## config.mk

```make
export PLATFORM = sky130hd
export DESIGN_NAME = cpu_core
export DESIGN_NICKNAME = d
export VERILOG_FILES = /design/src/rtl/cpu_core.sv
export SDC_FILE = /design/constraint.sdc
export NUM_CORES = 1
export LEC_CHECK = 0
export ABC_AREA = 1
export BUFFER_PORTS_ARGS = -buffer_cell sky130_fd_sc_hd__buf_2
export CAP_MARGIN = 40
export CORE_MARGIN = 2
export CORE_UTILIZATION = 50
export CTS_CLUSTER_DIAMETER = 150
export CTS_CLUSTER_SIZE = 14
export DETAILED_ROUTE_END_ITERATION = 12
export GPL_TIMING_DRIVEN = 0
export PLACE_DENSITY = 0.7
export SYNTH_ARGS = -nofsm -noshare
export SYNTH_HDL_FRONTEND = slang
export SYNTH_SLANG_ARGS = --single-unit
```

## constraint.sdc

```tcl
create_clock -name clk -period 3.75 [get_ports clk]
set_input_delay 0.375 -clock clk [delete_from_list [all_inputs] [get_ports clk]]
set_output_delay 0.375 -clock clk [all_outputs]
set_load 0.01 [all_outputs]
```

## src/rtl/cpu_core.sv

```systemverilog
// ============================================================================
// cpu_core : 8-bit load/store CPU, 16 x 8-bit registers, 16-bit PC
// Revision : 1.0
// ============================================================================
`default_nettype none

module cpu_core #(
  parameter logic [15:0] RESET_PC = 16'h0000
) (
  input  logic        clk,
  input  logic        rst_n,
  output logic [15:0] iMemAddress,
  input  logic [15:0] iMemOut,
  output logic        iMemReadEnable,
  output logic [15:0] dMemIOAddress,
  output logic [7:0]  dMemIOIn,
  input  logic [15:0] dMemIOOut,
  output logic        dMemIOWriteEn,
  output logic        dMemIOReadEn,
  output logic        halted
);

  localparam logic [1:0] S_FETCH = 2'd0;
  localparam logic [1:0] S_EXEC  = 2'd1;
  localparam logic [1:0] S_LOAD  = 2'd2;
  localparam logic [1:0] S_HALT  = 2'd3;

  logic [1:0]  state, state_nxt;
  logic [15:0] pc;
  logic [7:0]  rf [16];
  logic        z, c, n;
  logic [3:0]  load_rd;

  logic [3:0]  op, rd_idx, rs_idx, func;
  logic [7:0]  imm8, rd_val, rs_val;
  logic [15:0] pair_addr;

  logic        wr_en, flag_en, take, is_ld, is_st, is_hlt;
  logic [7:0]  wr_data, res;
  logic [8:0]  sum9;
  logic        z_new, c_new, n_new;
  logic [15:0] pc_target;
  logic        unused_bits;

  assign op        = iMemOut[15:12];
  assign rd_idx    = iMemOut[11:8];
  assign rs_idx    = iMemOut[7:4];
  assign func      = iMemOut[3:0];
  assign imm8      = iMemOut[7:0];
  assign rd_val    = rf[rd_idx];
  assign rs_val    = rf[rs_idx];
  assign pair_addr = {rf[{rs_idx[3:1], 1'b1}], rf[{rs_idx[3:1], 1'b0}]};
  assign unused_bits = ^dMemIOOut[15:8];

  always_comb begin
    case (rd_idx)
      4'h0:    take = 1'b1;
      4'h1:    take = z;
      4'h2:    take = ~z;
      4'h3:    take = c;
      4'h4:    take = ~c;
      4'h5:    take = n;
      4'h6:    take = ~n;
      default: take = 1'b0;
    endcase
  end

  // Instruction decode and execute; subtraction borrow is bit 8 of a 9-bit difference.
  always_comb begin
    wr_en     = 1'b0;
    wr_data   = rd_val;
    flag_en   = 1'b0;
    res       = 8'h00;
    sum9      = 9'h000;
    z_new     = z;
    c_new     = c;
    n_new     = n;
    is_ld     = 1'b0;
    is_st     = 1'b0;
    is_hlt    = 1'b0;
    pc_target = pc + 16'd1;
    case (op)
      4'h1: begin wr_en = 1'b1; wr_data = imm8; end
      4'h2: begin
        case (func)
          4'h0: begin wr_en = 1'b1; wr_data = rs_val; end
          4'h1: begin sum9 = {1'b0, rd_val} + {1'b0, rs_val}; res = sum9[7:0]; c_new = sum9[8]; wr_en = 1'b1; flag_en = 1'b1; end
          4'h2: begin sum9 = {1'b0, rd_val} + {1'b0, rs_val} + {8'h00, c}; res = sum9[7:0]; c_new = sum9[8]; wr_en = 1'b1; flag_en = 1'b1; end
          4'h3: begin sum9 = {1'b0, rd_val} - {1'b0, rs_val}; res = sum9[7:0]; c_new = sum9[8]; wr_en = 1'b1; flag_en = 1'b1; end
          4'h4: begin res = rd_val & rs_val; c_new = 1'b0; wr_en = 1'b1; flag_en = 1'b1; end
          4'h5: begin res = rd_val | rs_val; c_new = 1'b0; wr_en = 1'b1; flag_en = 1'b1; end
          4'h6: begin res = rd_val ^ rs_val; c_new = 1'b0; wr_en = 1'b1; flag_en = 1'b1; end
          4'h7: begin sum9 = {1'b0, rd_val} - {1'b0, rs_val}; res = sum9[7:0]; c_new = sum9[8]; flag_en = 1'b1; end
          4'h8: begin res = ~rd_val; c_new = 1'b0; wr_en = 1'b1; flag_en = 1'b1; end
          4'h9: begin res = {rd_val[6:0], 1'b0}; c_new = rd_val[7]; wr_en = 1'b1; flag_en = 1'b1; end
          4'hA: begin res = {1'b0, rd_val[7:1]}; c_new = rd_val[0]; wr_en = 1'b1; flag_en = 1'b1; end
          default: ;
        endcase
        if (func != 4'h0) wr_data = res;
      end
      4'h3: begin sum9 = {1'b0, rd_val} + {1'b0, imm8}; res = sum9[7:0]; c_new = sum9[8]; wr_en = 1'b1; wr_data = res; flag_en = 1'b1; end
      4'h4: begin sum9 = {1'b0, rd_val} - {1'b0, imm8}; res = sum9[7:0]; c_new = sum9[8]; wr_en = 1'b1; wr_data = res; flag_en = 1'b1; end
      4'h5: begin sum9 = {1'b0, rd_val} - {1'b0, imm8}; res = sum9[7:0]; c_new = sum9[8]; flag_en = 1'b1; end
      4'h6: is_ld = 1'b1;
      4'h7: is_st = 1'b1;
      4'h8: if (take) pc_target = pc + 16'd1 + {{8{imm8[7]}}, imm8};
      4'h9: if (take) pc_target = pair_addr;
      4'hF: is_hlt = 1'b1;
      default: ;
    endcase
    if (flag_en) begin
      z_new = (res == 8'h00);
      n_new = res[7];
    end
  end

  always_ff @(posedge clk) begin
    if (!rst_n) state <= S_FETCH;
    else        state <= state_nxt;
  end

  always_comb begin
    state_nxt = state;
    case (state)
      S_FETCH: state_nxt = S_EXEC;
      S_EXEC:  state_nxt = is_hlt ? S_HALT : (is_ld ? S_LOAD : S_FETCH);
      S_LOAD:  state_nxt = S_FETCH;
      default: state_nxt = S_HALT;
    endcase
  end

  // Bus strobes are gated by rst_n so nothing leaks while reset is held.
  always_comb begin
    iMemAddress    = pc;
    iMemReadEnable = rst_n && (state == S_FETCH);
    dMemIOAddress  = 16'h0000;
    dMemIOIn       = 8'h00;
    dMemIOWriteEn  = 1'b0;
    dMemIOReadEn   = 1'b0;
    halted         = (state == S_HALT);
    if (rst_n && state == S_EXEC && (is_ld || is_st)) begin
      dMemIOAddress = pair_addr;
      dMemIOIn      = is_st ? rd_val : 8'h00;
      dMemIOWriteEn = is_st;
      dMemIOReadEn  = is_ld;
    end
  end

  always_ff @(posedge clk) begin
    if (!rst_n) begin
      pc      <= RESET_PC;
      z       <= 1'b0;
      c       <= 1'b0;
      n       <= 1'b0;
      load_rd <= 4'h0;
      for (int i = 0; i < 16; i++) rf[i] <= 8'h00;
    end else begin
      if (state == S_EXEC) begin
        if (!is_hlt) pc <= pc_target;
        if (wr_en)   rf[rd_idx] <= wr_data;
        if (is_ld)   load_rd <= rd_idx;
        z <= z_new;
        c <= c_new;
        n <= n_new;
      end
      if (state == S_LOAD) rf[load_rd] <= dMemIOOut[7:0];
    end
  end

endmodule

`default_nettype wire

```

Yosys cells after proc, flatten, opt, wreduce, memory -nomap -nowiden
Memory sizes are Yosys's and may differ from the RTL's.
Cells that the tools add are included.
{"block": "classes", "addsub": 7, "eq_ne": 30, "mux": 40, "bitwise_logic": 8, "n_reduce_logical": 23}
{"op": "8-bit case mux with 9 select lines", "count": 1}
{"op": "16-bit 2-to-1 mux", "count": 3}
{"op": "8-bit 2-to-1 mux", "count": 6}
{"op": "4-bit by 3-bit equality test with 1-bit output (second input constant)", "count": 11}
{"op": "16-bit case mux with 2 select lines", "count": 1}
{"op": "8-bit case mux with 4 select lines", "count": 1}
{"op": "4-bit by 2-bit equality test with 1-bit output (second input constant)", "count": 6}
{"op": "4-bit equality test (second input constant)", "count": 6}
{"op": "8-bit case mux with 3 select lines", "count": 1}
{"op": "10-bit OR reduction", "count": 2}
{"op": "8-bit by 8-bit adder with 9-bit output", "count": 2}
{"op": "8-bit by 8-bit subtractor with 9-bit output", "count": 2}
{"op": "1-bit 2-to-1 mux", "count": 17}
{"op": "16-bit by 1-bit adder with 16-bit output (second input constant)", "count": 1}
{"op": "16-bit adder", "count": 1}
{"op": "8-bit OR reduction", "count": 2}
{"op": "4-bit by 1-bit equality test with 1-bit output (second input constant)", "count": 3}
{"op": "9-bit by 1-bit adder with 9-bit output", "count": 1}
{"op": "8-bit AND", "count": 1}
{"op": "4-bit logical NOT", "count": 2}
{"op": "8-bit logical NOT", "count": 1}
{"op": "4-bit 2-to-1 mux", "count": 2}
{"op": "8-bit inverter", "count": 1}
{"op": "8-bit bitwise OR", "count": 1}
{"op": "21 further kinds", "count": 33}
{"block": "word_totals", "ff_bits": 25, "ram_bits": 128, "inputBits": 34, "out_inout_bits": 44, "wordCells": 115, "memories": 1}
{"memory": "rf", "words": 16, "width": 8, "read_ports": 4, "rd_ports_with_merged_regs": 0, "wr": 16, "line": "30", "source": "logic [7:0] rf [16];"}

Logic depth before layout (Yosys ltp)
{"block": "depth", "word_depth": 11, "mapped_depth": 31}

Worst setup path before layout
OpenSTA, ideal clock, no wires.
{"block": "synth_timing", "path_kind": "input-to-reg", "startpoint": "in iMemOut[5]", "endpoint": "mem rf[10][6], data pin", "setup_ns": 0.267, "t_arrival_ns": 3.387, "t_required_ns": 3.483, "path_slack_ns": 0.096, "path_stages": 21, "path_buffers": 4, "cell_sequence": "buf_4 -> buf_6 -> buf_2 -> nor2_1 -> nor3_1 -> o211ai_1 -> nand2_1 -> ha_1 -> fa_1 -> ha_1 -> nand3_1 -> nand3b_1 -> nor2_1 -> nand3_1 -> nand3_1 -> nand3_1 -> nand2_1 -> nand4_1 -> nand2_2 -> buf_4 -> a21oi_1"}
{"element": "start: declaration", "line": "13", "source": "input logic [15:0] iMemOut,"}
{"element": "end: declaration", "line": "30"}

==> metrics.log <==
[metrics] per-instance average area after synthesis: 6.73 um2
[metrics] series of cell instances along the critical path: buf_6, bufbuf_16, buf_12, mux2i_4, o21ai_0, o211ai_1, nand2_2, buf_12, fa_2, ha_4, nand3_2, nand3b_1, nor2_2, nand3_2, nand3_2, nand3_2, nand2_2, nand4_1, nand2_4, buf_12, buf_8, a21oi_1
[metrics] Max VDD drop: 0.000275 V
[metrics] number of primary I/O pins: 78
[metrics] Critical Path Sink Type: register
[metrics] total number of yosys warnings: 0
[metrics] starting utilization of the core area: 0.504
[metrics] leading cell types in the layout, fill and taps excluded: 531 x nand2_1, 295 x nor2_1, 187 x inv_1, 128 x edfxtp_1, 114 x nand3_1
[metrics] worst setup margin: -0.242 ns
[metrics] Max Fanout on Critical Path: 10
[metrics] clock-pin transition on the worst setup and hold timing paths: 0.08 ns
[metrics] wire length per cell: 23.0 um
[metrics] critical path class: input port to register
[metrics] # H-tree levels: 4
[metrics] core box area: 26700 um2
[metrics] total global routing track utilization: 0.402
[metrics] number of diodes added for antenna fixing: 0
[metrics] width of the chip: 168 um
[metrics] number of cells in the design after placement: 2412
[metrics] slew at the pin closest to its max-slew limit: 1.03 ns
[metrics] flip-flop and latch count after synthesis: 153
[metrics] wire length of the first global-routing pass: 84700 um
[metrics] Most common cell on crit path: nand3_2
[metrics] post-synthesis sequential area ratio: 0.322
[metrics] cell type contributing the most total cell area after synthesis: edfxtp_1
[metrics] post-detailed-route DRC marker count: 0
[metrics] area of the die: 28300 um2
[metrics] area of the multi-input gates: 8340 um2
[metrics] result of the run: finished, violations left
[metrics] area share of the largest cell type after synthesis: 0.285
[metrics] required time of the critical path: 3.92 ns
[metrics] Cell Pwr Density: 360 nW/um2
[metrics] CTS sink count: 153
[metrics] number of buffers inserted during clock tree synthesis: 17
[metrics] largest buffer count on any clock path: 2
[metrics] post-synthesis net count: 2101
[metrics] PnR Total Power: 5.80 mW
[metrics] routed wire length: 57300 um
[metrics] violated checks: setup timing
[metrics] violation count after the first detailed-route iteration: 2061
[metrics] Syn Inst Count: 2003
[metrics] worst relative slew slack: 0.314
[metrics] fill cell total of the finished layout: 2616
[metrics] number of pins with negative max-slew slack in the final report: 0
[metrics] proportion of layout cells with a drive suffix above 1: 0.194
[metrics] Top Family by Delay on Critical Path: simple AND/OR/NAND/NOR gates
[metrics] pin count of the biggest net entering global routing: 18
[metrics] slowest cell on the critical path: fa_2
[metrics] fmax: 251 MHz
[metrics] Maximum Capacitance Violations: 0
[metrics] final setup violation count: 113
[metrics] number of distinct standard cells referenced by the synthesized netlist: 57
[metrics] TritonRoute pass-1 iters: 6
[metrics] Finished Layout Cells: 2491
[metrics] std cell rows: 60
[metrics] Final ANT Viol Nets: 0
[metrics] post-route cell area: 16100 um2
[metrics] sequential cell area in the final layout: 4340 um2
[metrics] post-place instance area: 14200 um2
[metrics] setup skew after layout: 0.0193 ns
[metrics] routed via count divided by cell count: 5.98
[metrics] source-to-sink clock delay at the later pin of the worst-skew pair: 0.45 ns
[metrics] Worst Setup Start Kind: input port
[metrics] leading cell type in the layout, fill and taps excluded: nand2_1
[metrics] clock tree from TritonCTS: yes
[metrics] aggregate global routing overflow: 0
[metrics] NumNets Final: 2235
[metrics] area of the mapped netlist: 13500 um2
[metrics] number of buffer cells added on primary ports: 67
[metrics] static leakage: 7.17 nW
[metrics] clock tree root driver cell: clkbuf_16
[metrics] via count of the first global-routing pass: 13700
[metrics] unrepaired setup endpoints after global routing: yes
[metrics] Die Y-Extent: 168 um
[metrics] layout overhead on the synthesized area: 19.6%
[metrics] top post-synthesis cells by area: edfxtp_1 29%, nand2_1 15%, nor2_1 9.2%
[metrics] arrival time worst endpoint: 4.16 ns
[metrics] antenna violations before repair: 0
[metrics] Placer Congestion: 1.04
[metrics] final critical path time including I/O delays and setup: 3.99 ns
[metrics] post-route clock period utilization: 1.06
[metrics] final hold violation count: 0
[metrics] number of vias in the routed layout: 14900
[metrics] Largest stage delay, worst path: 0.62 ns
[metrics] Worst Path Buf+Inv: 6
[metrics] kind of path behind the tightest hold check: input port to register
[metrics] final core area utilization: 0.603
[metrics] Hold Worst Slack: 0.376 ns
[metrics] half-perimeter wire length after placement: 43300 um
[power by group]
group          total (mW)  internal [mW]  switching, mW
sequential           1.97           1.91         0.0628
combinational        2.03          0.693           1.33
clock                1.80          0.891          0.912
[layer usage]
layer,up-vias,share of wire,GRT usage,routed length (um)
met5,-,0,0,0
met4,0,0.050,0.180,2890
met3,156,0.10,0.0548,5810
met2,925,0.45,0.645,25600
met1,6952,0.40,0.544,23100
li1,6860,-,-,-
[cells by family (layout without fill, tap and decap cells)]
logic type | after synthesis | count (layout) | share of synthesized area
adder cells (fa/ha/maj) | 64 | 64 | 0.0622
buffers and inverters | 304 | 451 | 0.0994
AO/OA/AOI/OAI | 353 | 353 | 0.152
XOR/XNOR | 21 | 21 | 0.0136
flip-flops | 153 | 153 | 0.322
AND/OR/NAND/NOR | 1094 | 1094 | 0.340
multiplexers | 14 | 14 | 0.0104
[Yosys cell counts, drive strengths merged]
master   instances
nand2          557
nor2           348
inv            221
a21oi          146
nand3          129
edfxtp         128
o21ai          116
ha              59
buf             53
o211ai          36
clkbuf          27
dfxtp           25
nor3            22
nand4           18
o22ai           15
xor2            15
mux2i           14
or2             10
a221oi           9
a31oi            8
nand3b           6
xnor2            6
a211oi           5
fa               5
o21bai           5
o2111ai          4
o311ai           4
a21o             3
clkinv           3
nor4             2
a31o             1
and2             1
nor3b            1
o31ai            1
[worst paths after layout]
check / start / endpoint / slack [ns] / cells after the start
hold reg to reg: load_rd[2]$_SDFFE_PN0P_ / load_rd[2]$_SDFFE_PN0P_ / 0.47 / 2
setup reg to reg: rf[5][0]$_SDFFCE_PN0P_ / rf[15][6]$_SDFFCE_PN0P_ / -0.23 / 19
hold / removal: dMemIOOut[0] / rf[15][0]$_SDFFCE_PN0P_ / 0.38 / 3
setup / recovery: iMemOut[5] / rf[15][6]$_SDFFCE_PN0P_ / -0.24 / 22
[per-stage QoR]
| step | setup TNS, ns | worst slack [ns] |
|---|---|---|
| floorplan | 0 | 0.0961 |
| global placement | -155.65 | -1.53 |
| detailed placement | -154.08 | -1.48 |
| CTS | -10.21 | -0.147 |
| global route | -27.10 | -0.335 |
| finish | -17.61 | -0.242 |
[sequential cells by signal, summed over array words and instances, names as in the netlist]
register     count
n                1
c                1
rf             128
iMemAddress     16
state            2
load_rd          4
z                1
[tightest hold or removal path, cell delays in order]
cell     delay, ns
buf_2         0.13
o21ai_4       0.11
nor2_1        0.09
[cell type report]
class,count,share of cell area
multi-input combinational,1546,0.518
sequential,153,0.270
inverter,224,0.0533
buffer,79,0.0392
timing repair buffer,116,0.0577
clock buffer,17,0.0264
tap,341,0.0265
clock inverter,15,0.00970
[timing repair]
item	in CTS	in global routing
gates cloned	7	0
resized for setup	144	99
hold buffers	0	0
endpoints found under the setup margin	131	126
setup buffers	31	13
pin swaps	22	20
Note: power is estimated with default switching activity, not from simulation.
